==> config.mk <==
export PLATFORM = sky130hd
export DESIGN_NAME = led7seg_scan_ctrl
export DESIGN_NICKNAME = d
export VERILOG_FILES = /design/src/rtl/led7seg_pkg.sv /design/src/rtl/hex_to_seg7.sv /design/src/rtl/led7seg_scan_ctrl.sv
export SDC_FILE = /design/constraint.sdc
export NUM_CORES = 1
export LEC_CHECK = 0
export CORE_MARGIN = 4
export CORE_UTILIZATION = 49
export DETAILED_ROUTE_END_ITERATION = 10
export PLACE_DENSITY = 0.8
export SYNTH_ARGS = -nofsm -noshare
export SYNTH_HDL_FRONTEND = slang
export SYNTH_SLANG_ARGS = --single-unit
==> constraint.sdc <==
create_clock -name clk -period 3.8 [get_ports clk]
set_input_delay 0.57 -clock clk [delete_from_list [all_inputs] [get_ports clk]]
set_output_delay 0.57 -clock clk [all_outputs]
set_load 0.01 [all_outputs]
==> src/rtl/led7seg_pkg.sv <==
// Shared display constants: glyph table, frame width, blank pattern and scan FSM encoding.
// Segment glyphs are active-low, bit order g..a.
package led7seg_pkg;

  localparam int FRAME_W = 16;
  localparam logic [7:0] SEG_BLANK = 8'hFF;

  localparam logic [6:0] SEG_0 = 7'h40;
  localparam logic [6:0] SEG_1 = 7'h79;
  localparam logic [6:0] SEG_2 = 7'h24;
  localparam logic [6:0] SEG_3 = 7'h30;
  localparam logic [6:0] SEG_4 = 7'h19;
  localparam logic [6:0] SEG_5 = 7'h12;
  localparam logic [6:0] SEG_6 = 7'h02;
  localparam logic [6:0] SEG_7 = 7'h78;
  localparam logic [6:0] SEG_8 = 7'h00;
  localparam logic [6:0] SEG_9 = 7'h10;
  localparam logic [6:0] SEG_A = 7'h08;
  localparam logic [6:0] SEG_B = 7'h03;
  localparam logic [6:0] SEG_C = 7'h46;
  localparam logic [6:0] SEG_D = 7'h21;
  localparam logic [6:0] SEG_E = 7'h06;
  localparam logic [6:0] SEG_F = 7'h0E;

  typedef enum logic [1:0] {
    ST_IDLE      = 2'd0,
    ST_LOAD      = 2'd1,
    ST_GUARD     = 2'd2,
    ST_WAIT_DONE = 2'd3
  } scan_state_e;

  function automatic logic [6:0] hex_glyph(input logic [3:0] nib);
    logic [6:0] g;
    case (nib)
      4'h0: g = SEG_0;
      4'h1: g = SEG_1;
      4'h2: g = SEG_2;
      4'h3: g = SEG_3;
      4'h4: g = SEG_4;
      4'h5: g = SEG_5;
      4'h6: g = SEG_6;
      4'h7: g = SEG_7;
      4'h8: g = SEG_8;
      4'h9: g = SEG_9;
      4'hA: g = SEG_A;
      4'hB: g = SEG_B;
      4'hC: g = SEG_C;
      4'hD: g = SEG_D;
      4'hE: g = SEG_E;
      default: g = SEG_F;
    endcase
    return g;
  endfunction

endpackage

==> src/rtl/hex_to_seg7.sv <==
// Combinational nibble + decimal point -> active-low segment byte {dp, g..a}.
// Zero latency; no handshake.
module hex_to_seg7
  import led7seg_pkg::*;
(
  input  logic [3:0] nib_i,
  input  logic       dp_i,
  output logic [7:0] seg_o
);

  assign seg_o = {~dp_i, hex_glyph(nib_i)};

endmodule

==> src/rtl/led7seg_scan_ctrl.sv <==
// Multiplexed 7-seg scan scheduler feeding a 16-bit shift-register driver; hc_en lands 2 cycles after a tick.
// Waits in LOAD while the driver is busy; ticks arriving mid-frame are dropped and flagged. Optional LED7SEG_LZB_EN.
module led7seg_scan_ctrl
  import led7seg_pkg::*;
#(
  parameter int CLK_FREQ   = 100_000_000,
  parameter int SCAN_FREQ  = 1000,
  parameter int NUM_DIGITS = 8
) (
  input  logic                      clk,
  input  logic                      rst,
  input  logic [4*NUM_DIGITS-1:0]   digits_in,
  input  logic [NUM_DIGITS-1:0]     dp_in,
  input  logic                      blank,
  input  logic                      hc_rdy,
  output logic                      hc_en,
  output logic [FRAME_W-1:0]        hc_data,
  output logic [2:0]                digit_idx,
  output logic                      overrun
);

  localparam int TICK_DIV = CLK_FREQ / SCAN_FREQ;
  localparam int TICK_W   = (TICK_DIV > 1) ? $clog2(TICK_DIV) : 1;
  localparam logic [TICK_W-1:0] TICK_MAX = TICK_W'(TICK_DIV - 1);

  scan_state_e        state_q;
  logic [TICK_W-1:0]  tick_cnt_q, tick_cnt_d;
  logic               tick;
  logic               hc_en_q;
  logic [FRAME_W-1:0] hc_data_q, frame_d;
  logic [2:0]         idx_q, idx_d;
  logic               overrun_q;

  logic [3:0]         cur_nib;
  logic               cur_dp;
  logic [7:0]         seg_raw;
  logic [7:0]         dig_sel;
  logic               seg_off;

  assign tick       = (tick_cnt_q == TICK_MAX);
  assign tick_cnt_d = tick ? '0 : tick_cnt_q + 1'b1;
  assign idx_d      = (idx_q == 3'(NUM_DIGITS - 1)) ? 3'd0 : idx_q + 3'd1;

  always_comb begin
    cur_nib = 4'h0;
    cur_dp  = 1'b0;
    for (int i = 0; i < NUM_DIGITS; i++) begin
      if (idx_q == 3'(i)) begin
        cur_nib = digits_in[4*i +: 4];
        cur_dp  = dp_in[i];
      end
    end
  end

  hex_to_seg7 u_hex_to_seg7 (
    .nib_i (cur_nib),
    .dp_i  (cur_dp),
    .seg_o (seg_raw)
  );

`ifdef LED7SEG_LZB_EN
  // Blank only while this digit and everything above it is zero with no dp lit.
  logic lead_zero;
  always_comb begin
    lead_zero = (idx_q != 3'd0);
    for (int i = 0; i < NUM_DIGITS; i++) begin
      if (3'(i) >= idx_q && (digits_in[4*i +: 4] != 4'h0 || dp_in[i])) begin
        lead_zero = 1'b0;
      end
    end
  end
  assign seg_off = blank | lead_zero;
`else
  assign seg_off = blank;
`endif

  assign dig_sel = 8'b1 << idx_q;
  assign frame_d = {(seg_off ? SEG_BLANK : seg_raw), dig_sel};

  always_ff @(posedge clk or posedge rst) begin
    if (rst) begin
      state_q    <= ST_IDLE;
      tick_cnt_q <= '0;
      hc_en_q    <= 1'b0;
      hc_data_q  <= {SEG_BLANK, 8'h00};
      idx_q      <= 3'd0;
      overrun_q  <= 1'b0;
    end else begin
      tick_cnt_q <= tick_cnt_d;
      hc_en_q    <= 1'b0;
      if (tick && state_q != ST_IDLE) begin
        overrun_q <= 1'b1;
      end
      case (state_q)
        ST_IDLE: begin
          if (tick) state_q <= ST_LOAD;
        end
        ST_LOAD: begin
          if (hc_rdy) begin
            hc_data_q <= frame_d;
            hc_en_q   <= 1'b1;
            state_q   <= ST_GUARD;
          end
        end
        // Driver may still report RDY in the cycle after en; do not trust it yet.
        ST_GUARD: begin
          state_q <= ST_WAIT_DONE;
        end
        ST_WAIT_DONE: begin
          if (hc_rdy) begin
            idx_q   <= idx_d;
            state_q <= ST_IDLE;
          end
        end
        default: state_q <= ST_IDLE;
      endcase
    end
  end

  assign hc_en     = hc_en_q;
  assign hc_data   = hc_data_q;
  assign digit_idx = idx_q;
  assign overrun   = overrun_q;

endmodule

After elaboration in Yosys (flattened, before gate mapping)
Memories as Yosys holds them, arrays and structs flattened.
Index checks and enable logic that the tools add are counted.
{"block": "totals", "register_bits": 40, "latch_bits": 0, "ramBits": 0, "rom_bits": 112, "in_bits": 44, "out_inout_bits": 21, "word_cells": 57, "n_memories": 1}
{"block": "classes", "n_addsub": 2, "mul": 0, "div": 0, "order_cmp": 0, "eq_ne": 14, "shifts": 1, "n_mux": 25, "bitwise": 1, "n_reduce_logical": 7}
{"name": "(no name shown)", "depth": 16, "width": 7, "rd": 1, "rd_ports_with_merged_regs": 0, "write_ports": 0, "line_no": "led7seg_pkg.sv:34", "source": "case (nib)"}
{"operator": "$mux W4", "count": 8}
{"operator": "$add A17 B1 Y17 const B", "count": 1}
{"operator": "$eq A17 B17 Y1 const B", "count": 1}
{"operator": "$mux W17", "count": 1}
{"operator": "$eq A3 B3 Y1 const B", "count": 4}
{"operator": "$mux W1", "count": 10}
{"operator": "$mux W8", "count": 1}
{"operator": "$pmux W2 S4", "count": 1}
{"operator": "$shl A1 B3 Y8 const A", "count": 1}
{"operator": "$eq A3 B2 Y1 const B", "count": 2}
{"operator": "$mux W2", "count": 3}
{"operator": "$ne A2 B2 Y1 const B", "count": 3}
{"operator": "$eq A2 B2 Y1 const B", "count": 2}
{"operator": "$reduce_and A2 Y1", "count": 2}
{"operator": "$add A3 B1 Y3 const B", "count": 1}
{"operator": "$eq A3 B1 Y1 const B", "count": 1}
{"operator": "$logic_not A3 Y1", "count": 1}
{"operator": "$mux W3", "count": 1}
{"operator": "$reduce_and A3 Y1", "count": 1}
{"operator": "$eq A2 B1 Y1 const B", "count": 1}
{"operator": "$logic_not A2 Y1", "count": 1}
{"operator": "$reduce_bool A2 Y1", "count": 1}
{"operator": "$logic_and A1 B1 Y1", "count": 1}
{"operator": "$not A1 Y1", "count": 1}

Longest topological paths before layout
Gate-level depths: netlist (run 1).
{"block": "depth", "depth_word": 11, "ltp_mapped": 14, "ltp_nobuf": 12}

Modules after synthesis
Synthesis (run 1) repeated with hierarchy kept, for this count alone.
{"block": "hier_totals", "hier_cells": 278, "area_unflattened_um2": 2590.0}
{"mod": "led7seg_scan_ctrl", "instances": 1, "cells_per_inst": 245, "area_per_inst_um2": 2311.0, "seq_area_each_um2": 1011.0}
{"mod": "hex_to_seg7", "instances": 1, "cells_per_inst": 33, "area_per_inst_um2": 279.0, "seq_area_each_um2": 0.0}

Worst setup path before layout (run 1)
No wires, ideal clock.
{"block": "synth_timing", "path_type": "register to register", "from": "register idx_q[2] (netlist: digit_idx[2])", "to": "register hc_data_q[11] (netlist: hc_data[11])", "setup_time_ps": 98, "arrival_time_ps": 2689, "t_required_ps": 3702, "setup_slack_ps": 1012, "path_stages_with_launch": 13, "path_buffers": 2, "synth_period_minus_slack_ps": 2788, "cell_sequence": "dfrtp_1 buf_2 inv_1 ha_1 buf_2 or2_1 a21oi_1 a222oi_1 a21oi_2 inv_1 ha_1 nand2b_1 a221oi_1"}
{"block": "synth_via", "elab_chain_len": 11, "elab_cells_between_ends": 18, "classes_between": "7 x eq/ne; 9 x mux; 1 x reduce/logical; 1 x memory"}
{"element": "from (decl)", "line_no": "led7seg_scan_ctrl.sv:31", "source": "logic [2:0] idx_q, idx_d;"}
{"element": "from (signal assigned)", "line_no": "led7seg_scan_ctrl.sv:111", "source": "idx_q <= idx_d;"}
{"element": "$logic_not A3 Y1", "line_no": "led7seg_scan_ctrl.sv:48", "source": "if (idx_q == 3'(i)) begin"}
{"element": "$mux W4 (7 in a row)", "line_no": "led7seg_scan_ctrl.sv:48"}
{"element": "$mux W4 *", "line_no": "led7seg_scan_ctrl.sv:48"}
{"element": "$mem_v2 Z16 W7 *"}
{"element": "$mux W8 *", "line_no": "led7seg_scan_ctrl.sv:78", "source": "assign frame_d = {(seg_off ? SEG_BLANK : seg_raw), dig_sel};"}
{"element": "to (signal assigned)", "line_no": "led7seg_scan_ctrl.sv:85", "source": "hc_data_q <= {SEG_BLANK, 8'h00};"}
{"element": "to (signal assigned)", "line_no": "led7seg_scan_ctrl.sv:100", "source": "hc_data_q <= frame_d;"}
{"element": "to (decl)", "line_no": "led7seg_scan_ctrl.sv:30", "source": "logic [FRAME_W-1:0] hc_data_q, frame_d;"}
Mark *: on every way between the ends. The rest lies on a longest branch, timed or not.
A chain may end at the register's enable or synchronous reset.

Worst setup path after layout (run 1)
Ends and elaborated chain as after synthesis.

==> results of run 1 <==
-- worst register-to-register path: cells and delay by family (launching register included) --
kind,cells,cell delay (ns)
compound gates,4,0.86
fa+ha+maj,2,0.69
buf+inv,2,0.39
flops,1,0.67
simple gates,2,0.46
-- state kept, by name, indices dropped and copies added, names as in the netlist --
signal / cells
digit_idx: 3
hc_data: 16
hc_en: 1
overrun: 1
state_q: 2
tick_cnt_q: 17
-- report_power, final --
part	switching [mW]	internal (mW)	total [mW]
combinational	0.829	0.665	1.49
sequential	0.0914	0.551	0.643
clock	0.142	0.195	0.337
total	1.06	1.41	2.47
-- cells in the mapped netlist (all sizes together), types with 4 or more instances --
library cell  count
dfstp             8
buf               9
a21oi            13
inv              19
a221oi            7
nor3             10
xor2              4
o21ai            13
mux2i             4
nor2b             4
xnor2            10
nand2            34
a211oi            7
nand3            12
ha               18
nor2             26
dfrtp            32
o32a              4
-- per-stage QoR --
| step | std cells | setup WS (ns) |
|---|---|---|
| final | 407 | 0.6353 |
| after global routing | 407 | 0.3164 |
| after CTS | 407 | 0.6432 |
| after detailed placement | 399 | 0.6409 |
| after global placement | 399 | 0.7652 |
| after floorplan | 276 | 1.012 |
-- layout by cell type, fill, tap and decap left out, types with 5 or more instances in the layout --
cell and instances:
clkdlybuf4s50_1 64, nand2_1 33, dfrtp_1 32, nor2_1 26
inv_1 18, ha_1 18, nand3_1 12, a21oi_1 12
o21ai_0 12, xnor2_1 10, nor3_1 9, dfstp_2 8
a211oi_1 6, clkbuf_8 5
-- final cells by class --
cell class                 count  area, sq um
clock buffer                   6        72.57
tap                           70        87.58
sequential                    40         1011
fill                         422         1777
timing repair buffer          65        648.1
multi-input combinational    205         1405
clock inverter                 2        35.03
inverter                      19        71.32
-- routing by layer --
metal  share of wire (%)  GRT usage, %
met5                   0             0
met4                 1.8         6.419
met3                 8.1         5.269
met2                  46         34.27
met1                  44         27.38
-- how the worst max path moves through the flow --
| stage | startpoint | endpoint | cells after the start |
|---|---|---|---|
| 6_report | digit_idx[2] | hc_data[11] | 10 |
| 5_1_grt | digit_idx[2] | hc_data[11] | 10 |
| 4_1_cts | digit_idx[2] | hc_data[14] | 11 |
| 3_5_place_dp | digit_idx[2] | hc_data[11] | 10 |
| 3_3_place_gp | digit_idx[2] | hc_data[11] | 10 |
| 2_1_floorplan | digit_idx[2] | hc_data[11] | 12 |
-- kinds of logic after synthesis --
group / count (synthesis)
xor gates and xnor gates: 14
buffers and inverters: 31
AOI/OAI and AO/OA: 65
DFF: 40
adders and majority gates: 18
and+or+nand+nor: 102
muxes: 6
==> impl_summary.log, run 1 <==
INFO  metric cts_inserted_buffers = 5
INFO  metric initialDrtViolationCount = around 110
INFO  metric vdd.ir_drop.worst = about 0.00028 V
INFO  metric status = completed
INFO  metric hold_path.startpoint = hc_data[5]
INFO  metric worst_path_dominant_cell_family = compound AO/OA/AOI/OAI gates
INFO  metric report.final.hold_viol_count = 0
INFO  metric worst_r2r_path_depth = 10
INFO  metric worst_hold_path.num_cells = 2
INFO  metric dominantRegCellSynth = dfrtp_1
INFO  metric worst_clock_skew = between 0.004 and 0.005 ns
INFO  metric setup.worst_path.start_class = flip-flop
INFO  metric post_cts_resized = 0
INFO  metric synth_fa_ha_area_share = a little under 9%
INFO  metric p_per_area = between 700 and 800 nW/um^2
INFO  metric crit_path_cell_trace = inv_1, ha_1, or2_1, a21oi_1, a222oi_1, a21oi_2, inv_1, ha_1, nand2b_1, a221oi_1
INFO  metric floorplan.initialDensity = 50.29%
INFO  metric area_growth_from_synthesis_to_final_layout = 29.66%
INFO  metric period_share = a little over four fifths
INFO  metric ant_nets = 0
INFO  metric post_synth_and_or_nand_nor_area_fraction = about a fifth
INFO  metric cts_tree = yes
INFO  metric timing.max_slew.rel_slack = around half
INFO  metric gp_congestion = between 0.9 and 1
INFO  metric die-height = around 80 um
INFO  metric finalSetupViolations = 0
INFO  metric vias = between 2000 and 2500
INFO  metric synth.largest_area_cell = dfrtp_1
INFO  metric grt_antenna_before_repair = 0
INFO  metric synth_top_cell_area_share = a little under a third
INFO  metric area_of_the_die = 6465 sq um
INFO  metric num_antenna_cells = 0
INFO  metric min_to = hc_data[5]
INFO  metric capturing_element_type_of_the_critical_path = flip-flop
INFO  metric core = between 5000 and 6000 sq um
INFO  metric worst-endpoint-arrival = between 3 and 4 ns
INFO  metric grt-ovfl-total = 0
INFO  metric synthArstFlopShare = 100.0%
INFO  metric maximum_number_of_pins_on_one_net_before_global_route_repair = 41
INFO  metric postRouteWirelength = 6298 um
INFO  metric layout_min_cycle_time = approximately 3.2 ns
INFO  metric hold_slack = between 0.4 and 0.5 ns
INFO  metric nNetsFinal = slightly below 400
INFO  metric cp.required = around 4.0 ns
INFO  metric average_footprint_of_a_synthesized_cell = ~9.3 sq um
INFO  metric synth-seq-cells = 40
INFO  metric worst_r2r_endpoint = hc_data[11]
INFO  metric setup_total_negative_slack = 0 ns
INFO  metric worst-slew-pin-transition = between 0.7 and 0.8 ns
INFO  metric syn_inst = 276
INFO  metric crit_path_max_fanout = 17
INFO  metric final_layout_size_suffix_gt1_share = 8.605%
INFO  metric first_global_vias = ~2200
INFO  metric dpl-instance-area = roughly 3200 sq um
INFO  metric clock-root-buffer = clkbuf_8
INFO  metric path_class = flip-flop to flip-flop
INFO  metric cp_slowest_cell = dfrtp_1
INFO  metric cap_viol_max_count = 0
INFO  metric clk_latency = 0.29 ns
INFO  metric numClockSinks = 40
INFO  metric final_design_utilization = 65.21%
INFO  metric post_synth_main_area_contributors = dfrtp_1 (31%), ha_1 (8.8%), dfstp_2 (8.2%)
INFO  metric worstHoldPathType = flip-flop to flip-flop
INFO  metric compound_gate_portion_of_the_synthesized_area = approximately a fifth
INFO  metric p_leak = around 1.4 nW
INFO  metric r2r_slack = 0.64 ns
INFO  metric boundaryPins = 65
INFO  metric p_total = ~2.5 mW
INFO  metric number_of_enable_flip_flop_cells_after_synthesis = 0
INFO  metric cts_max_path_buffers = 2
INFO  metric crit_buf_inv = 2
INFO  metric post_synth_mux_area_share = about 2.4%
INFO  metric r2r_start = digit_idx[2]
INFO  metric finalMaxSlewViolations = 0
INFO  metric ctsHoldBuffers = 0
INFO  metric grt_first_pass_wirelength = between 10000 and 15000 um
INFO  metric mappedNetlistNets = around 340
INFO  metric critPathMaxStageDelay = 0.67 ns
INFO  metric detailedPlacementHpwl = 4708 um
INFO  metric clk_transition_reported_paths = roughly 0.080 ns
INFO  metric detailedRoute.firstPassIterationCount = 4
INFO  metric post-route-cell-area = 3331 sq um
INFO  metric num_rows = 26
INFO  metric io_buffer_count = 64
INFO  metric combinational_family_with_the_most_area_after_synthesis = compound AO/OA/AOI/OAI gates
INFO  metric grt_setup_unrepaired = false
INFO  metric synth_cell_type_count = 55
INFO  metric postCtsSetupBuffers = 0
INFO  metric synth_xor_xnor_area_share = under 10%
INFO  metric synth_seq_area_share = 39.36%
INFO  metric routed_wire_length_per_instance = 15.47 um
INFO  metric route.detailed.vias_per_inst = approximately 5.4
INFO  metric ys.warnings.count = 0
INFO  metric netlist_area = ~2600 sq um
INFO  metric route.detailed.drc = 0
INFO  metric h-tree-depth = 2
INFO  metric grt_util_all_layers = approximately a fifth
INFO  metric fmax = around 320 MHz
INFO  metric floorplan_die_width = ~80 um
Power figures use the tool's default switching activity.
==> run 2: changes to the inputs <==
--- a/config.mk
+++ b/config.mk
@@ -6,9 +6,9 @@
 export NUM_CORES = 1
 export LEC_CHECK = 0
 export CORE_MARGIN = 4
-export CORE_UTILIZATION = 49
+export CORE_UTILIZATION = 45
 export DETAILED_ROUTE_END_ITERATION = 10
-export PLACE_DENSITY = 0.8
+export PLACE_DENSITY = 0.77
 export SYNTH_ARGS = -nofsm -noshare
 export SYNTH_HDL_FRONTEND = slang
 export SYNTH_SLANG_ARGS = --single-unit
==> constraint.sdc (replaced) <==
create_clock -name clk -period 2.8 [get_ports clk]
set_input_delay 0.42 -clock clk [delete_from_list [all_inputs] [get_ports clk]]
set_output_delay 0.42 -clock clk [all_outputs]
set_load 0.01 [all_outputs]
==> impl_summary.log, run 2 (synthesis results as in run 1) <==
INFO  metric layout.cells.non_filler = 428 (+5.2%)
INFO  metric status = completed
INFO  metric final_layout_size_suffix_gt1_share = 14.89% (+6.3 points)
INFO  metric fmax = 370.2 MHz (+17%)
INFO  metric boundaryPins = 65 (unchanged)
INFO  metric nNetsFinal = 417 (+4.8%)
INFO  metric grt_first_pass_wirelength = 11150 um (+5.5%)
INFO  metric layout_min_cycle_time = 2.701 ns (-0.4633 ns)
INFO  metric maximum_number_of_pins_on_one_net_before_global_route_repair = 41 (unchanged)
INFO  metric grt_util_all_layers = 19.48% (-1.5 points)
INFO  metric clock-root-buffer = clkbuf_8
INFO  metric detailedPlacementHpwl = 4984 um (+5.9%)
INFO  metric finalSetupViolations = 0 (unchanged)
INFO  metric cts_inserted_buffers = 5 (unchanged)
INFO  metric crit_start = digit_idx[0]
INFO  metric capturing_element_type_of_the_critical_path = flip-flop
INFO  metric grt-ovfl-total = 0 (unchanged)
INFO  metric area_of_the_die = 6981 sq um (+8.0%)
INFO  metric cp_slowest_cell = dfrtp_1
INFO  metric postRouteWirelength = 6811 um (+8.1%)
INFO  metric cp.required = 3.02 ns (-0.98 ns)
INFO  metric path_class = flip-flop to flip-flop
INFO  metric clk_transition_reported_paths = 0.08 ns (about the same)
INFO  metric route.detailed.drc = 0 (unchanged)
INFO  metric sequential_cell_area = 1011 sq um (unchanged)
INFO  metric cp-endpoint = hc_data[13]
INFO  metric floorplan_die_width = 83.55 um (+3.9%)
INFO  metric num_rows = 27 (+3.8%)
INFO  metric numClockSinks = 40 (unchanged)
INFO  metric ctsHoldBuffers = 0 (unchanged)
INFO  metric worst_clock_skew = 0.005544 ns (+0.0005767 ns)
INFO  metric worst-slew-pin-transition = 0.4906 ns (-0.2655 ns)
INFO  metric cpMostUsedCell = ha_1
INFO  metric vdd.ir_drop.worst = 0.0005830 V (+110%)
INFO  metric ant_nets = 0 (unchanged)
INFO  metric die-height = 83.55 um (+3.9%)
INFO  metric area_growth_from_synthesis_to_final_layout = 35.70%
INFO  metric floorplan.initialDensity = 46.65% (-3.6 points)
INFO  metric layout_common_cells = clkdlybuf4s50_1 (64), nand2_1 (33), dfrtp_1 (32), nor2_1 (26), buf_4 (20)
INFO  metric setup.worst_path.start_class = flip-flop
INFO  metric crit_path_max_fanout = 5 (-12)
INFO  metric worstHoldPathType = flip-flop to flip-flop
INFO  metric finalMaxSlewViolations = 0 (unchanged)
INFO  metric vias = 2322 (+6.1%)
INFO  metric r2r_start = digit_idx[0]
INFO  metric report.final.hold_viol_count = 0 (unchanged)
INFO  metric worst_r2r_endpoint = hc_data[13]
INFO  metric largest_reg_flops = 17 (unchanged)
INFO  metric grt_antenna_before_repair = 0 (unchanged)
INFO  metric multi_input_combinational_cell_area = 1423 sq um (+1.2%)
INFO  metric routed_wire_length_per_instance = 15.91 um (+2.8%)
INFO  metric clk_latency = 0.29 ns (about the same)
INFO  metric r2r_slack = 0.1 ns (-0.54 ns)
INFO  metric cts_tree = yes
INFO  metric fill_count = 452 (+7.1%)
INFO  metric p_leak = 1.531 nW (+6.2%)
INFO  metric cap_viol_max_count = 0 (unchanged)
INFO  metric registers.top_by_ff_count = tick_cnt_q
INFO  metric cts_max_path_buffers = 2 (unchanged)
INFO  metric critPathMaxStageDelay = 0.42 ns (-0.25 ns)
INFO  metric gp_congestion = 0.8230 (-12%)
INFO  metric h-tree-depth = 2 (unchanged)
INFO  metric timing.max_slew.rel_slack = 67.29% (+18 points)
INFO  metric detailedRoute.firstPassIterationCount = 4 (unchanged)
INFO  metric crit_path_cell_trace = ha_1, ha_1, or2_4, a21oi_2, a221oi_2, o31a_1, buf_4, ha_1, o21ai_0, a21oi_1, o32a_1
INFO  metric initialDrtViolationCount = 179 (+58%)
INFO  metric p_total = 3.658 mW (+48%)
INFO  metric num_antenna_cells = 0 (unchanged)
INFO  metric p_per_area = 1049 nW/um^2 (+41%)
INFO  metric route.detailed.vias_per_inst = 5.425 (+0.87%)
INFO  metric period_share = 96.48% (+13 points)
INFO  metric io_buffer_count = 64 (unchanged)
INFO  metric core = 5507 sq um (+7.8%)
INFO  metric layout_commonest_cell = clkdlybuf4s50_1
INFO  metric worst_r2r_path_depth = 11 (+1)
INFO  metric dp_cells = 416 (+4.3%)
INFO  metric worst-endpoint-arrival = 2.92 ns (-0.44 ns)
INFO  metric first_global_vias = 2339 (+5.5%)
==> run 2: cell types whose count changed in the layout (fill, tap and decap cells not counted), sizes merged <==
| cell | change |
|---|---|
| clkinv | -1 |
| clkbuf | +2 |
| buf | +19 |
| bufinv | -1 |
==> run 2: layout make-up <==
class / instances / share of cell area (%)
Multi-Input combinational cell: 205 / 40.81
Sequential cell: 40 / 29.00
Timing Repair Buffer: 84 / 22.68
Clock buffer: 8 / 2.872
Tap cell: 72 / 2.584
Inverter: 19 / 2.046
==> run 2: layer usage <==
layer	wire length [um]	vias to the layer above	track usage (%)
li1	-	1129	-
met3	443	10	4.837
met1	3180	1105	26.39
met2	3092	78	30.32
met5	0	-	0
met4	95	0	6.871
==> run 2: worst min path at each step <==
stage,end,slack (ns),depth (start not counted),from
2_1_floorplan,tick_cnt_q[4],0.44,1,tick_cnt_q[4]
3_3_place_gp,tick_cnt_q[4],0.46,1,tick_cnt_q[4]
3_5_place_dp,tick_cnt_q[4],0.47,1,tick_cnt_q[4]
4_1_cts,hc_data[1],0.49,2,hc_data[1]
5_1_grt,tick_cnt_q[0],0.51,1,tick_cnt_q[0]
6_report,hc_data[1],0.48,2,hc_data[1]
==> run 2: report_power, final <==
part	leakage [nW]	internal [mW]	switching [mW]
combinational	0.976	1.13	1.27
clock	0.0515	0.225	0.192
sequential	0.504	0.749	0.0917
==> run 2: critical path: cells and delay by family, from the launching register on <==
kind                       cells  cell delay, ns
AOI/OAI and AO/OA              6            1.13
buffers and inverters          1            0.16
DFF                            1            0.42
adders and majority gates      3            0.65
and+or+nand+nor                1            0.27
==> run 2: what timing repair did <==
action / in CTS / in global routing
hold endpoints to repair: 0 / 0
setup endpoints to repair: 0 / 6
buffers inserted: 0 / 4
resized for setup: 0 / 5
==> run 2: per-stage QoR <==
stage          util (%)  setup TNS (ns)  setup slack [ns]  area, sq um  hold slack, ns
6_report          63.30               0           0.09856         3486          0.4838
5_1_grt           63.30        -0.02009          -0.01089         3486          0.5062
4_1_cts           62.44               0          0.006388         3438          0.4892
3_5_place_dp      60.62               0           0.04921         3338          0.4678
3_3_place_gp      60.62               0            0.1227         3338          0.4558
2_1_floorplan         -               0           0.01248         2569          0.4380
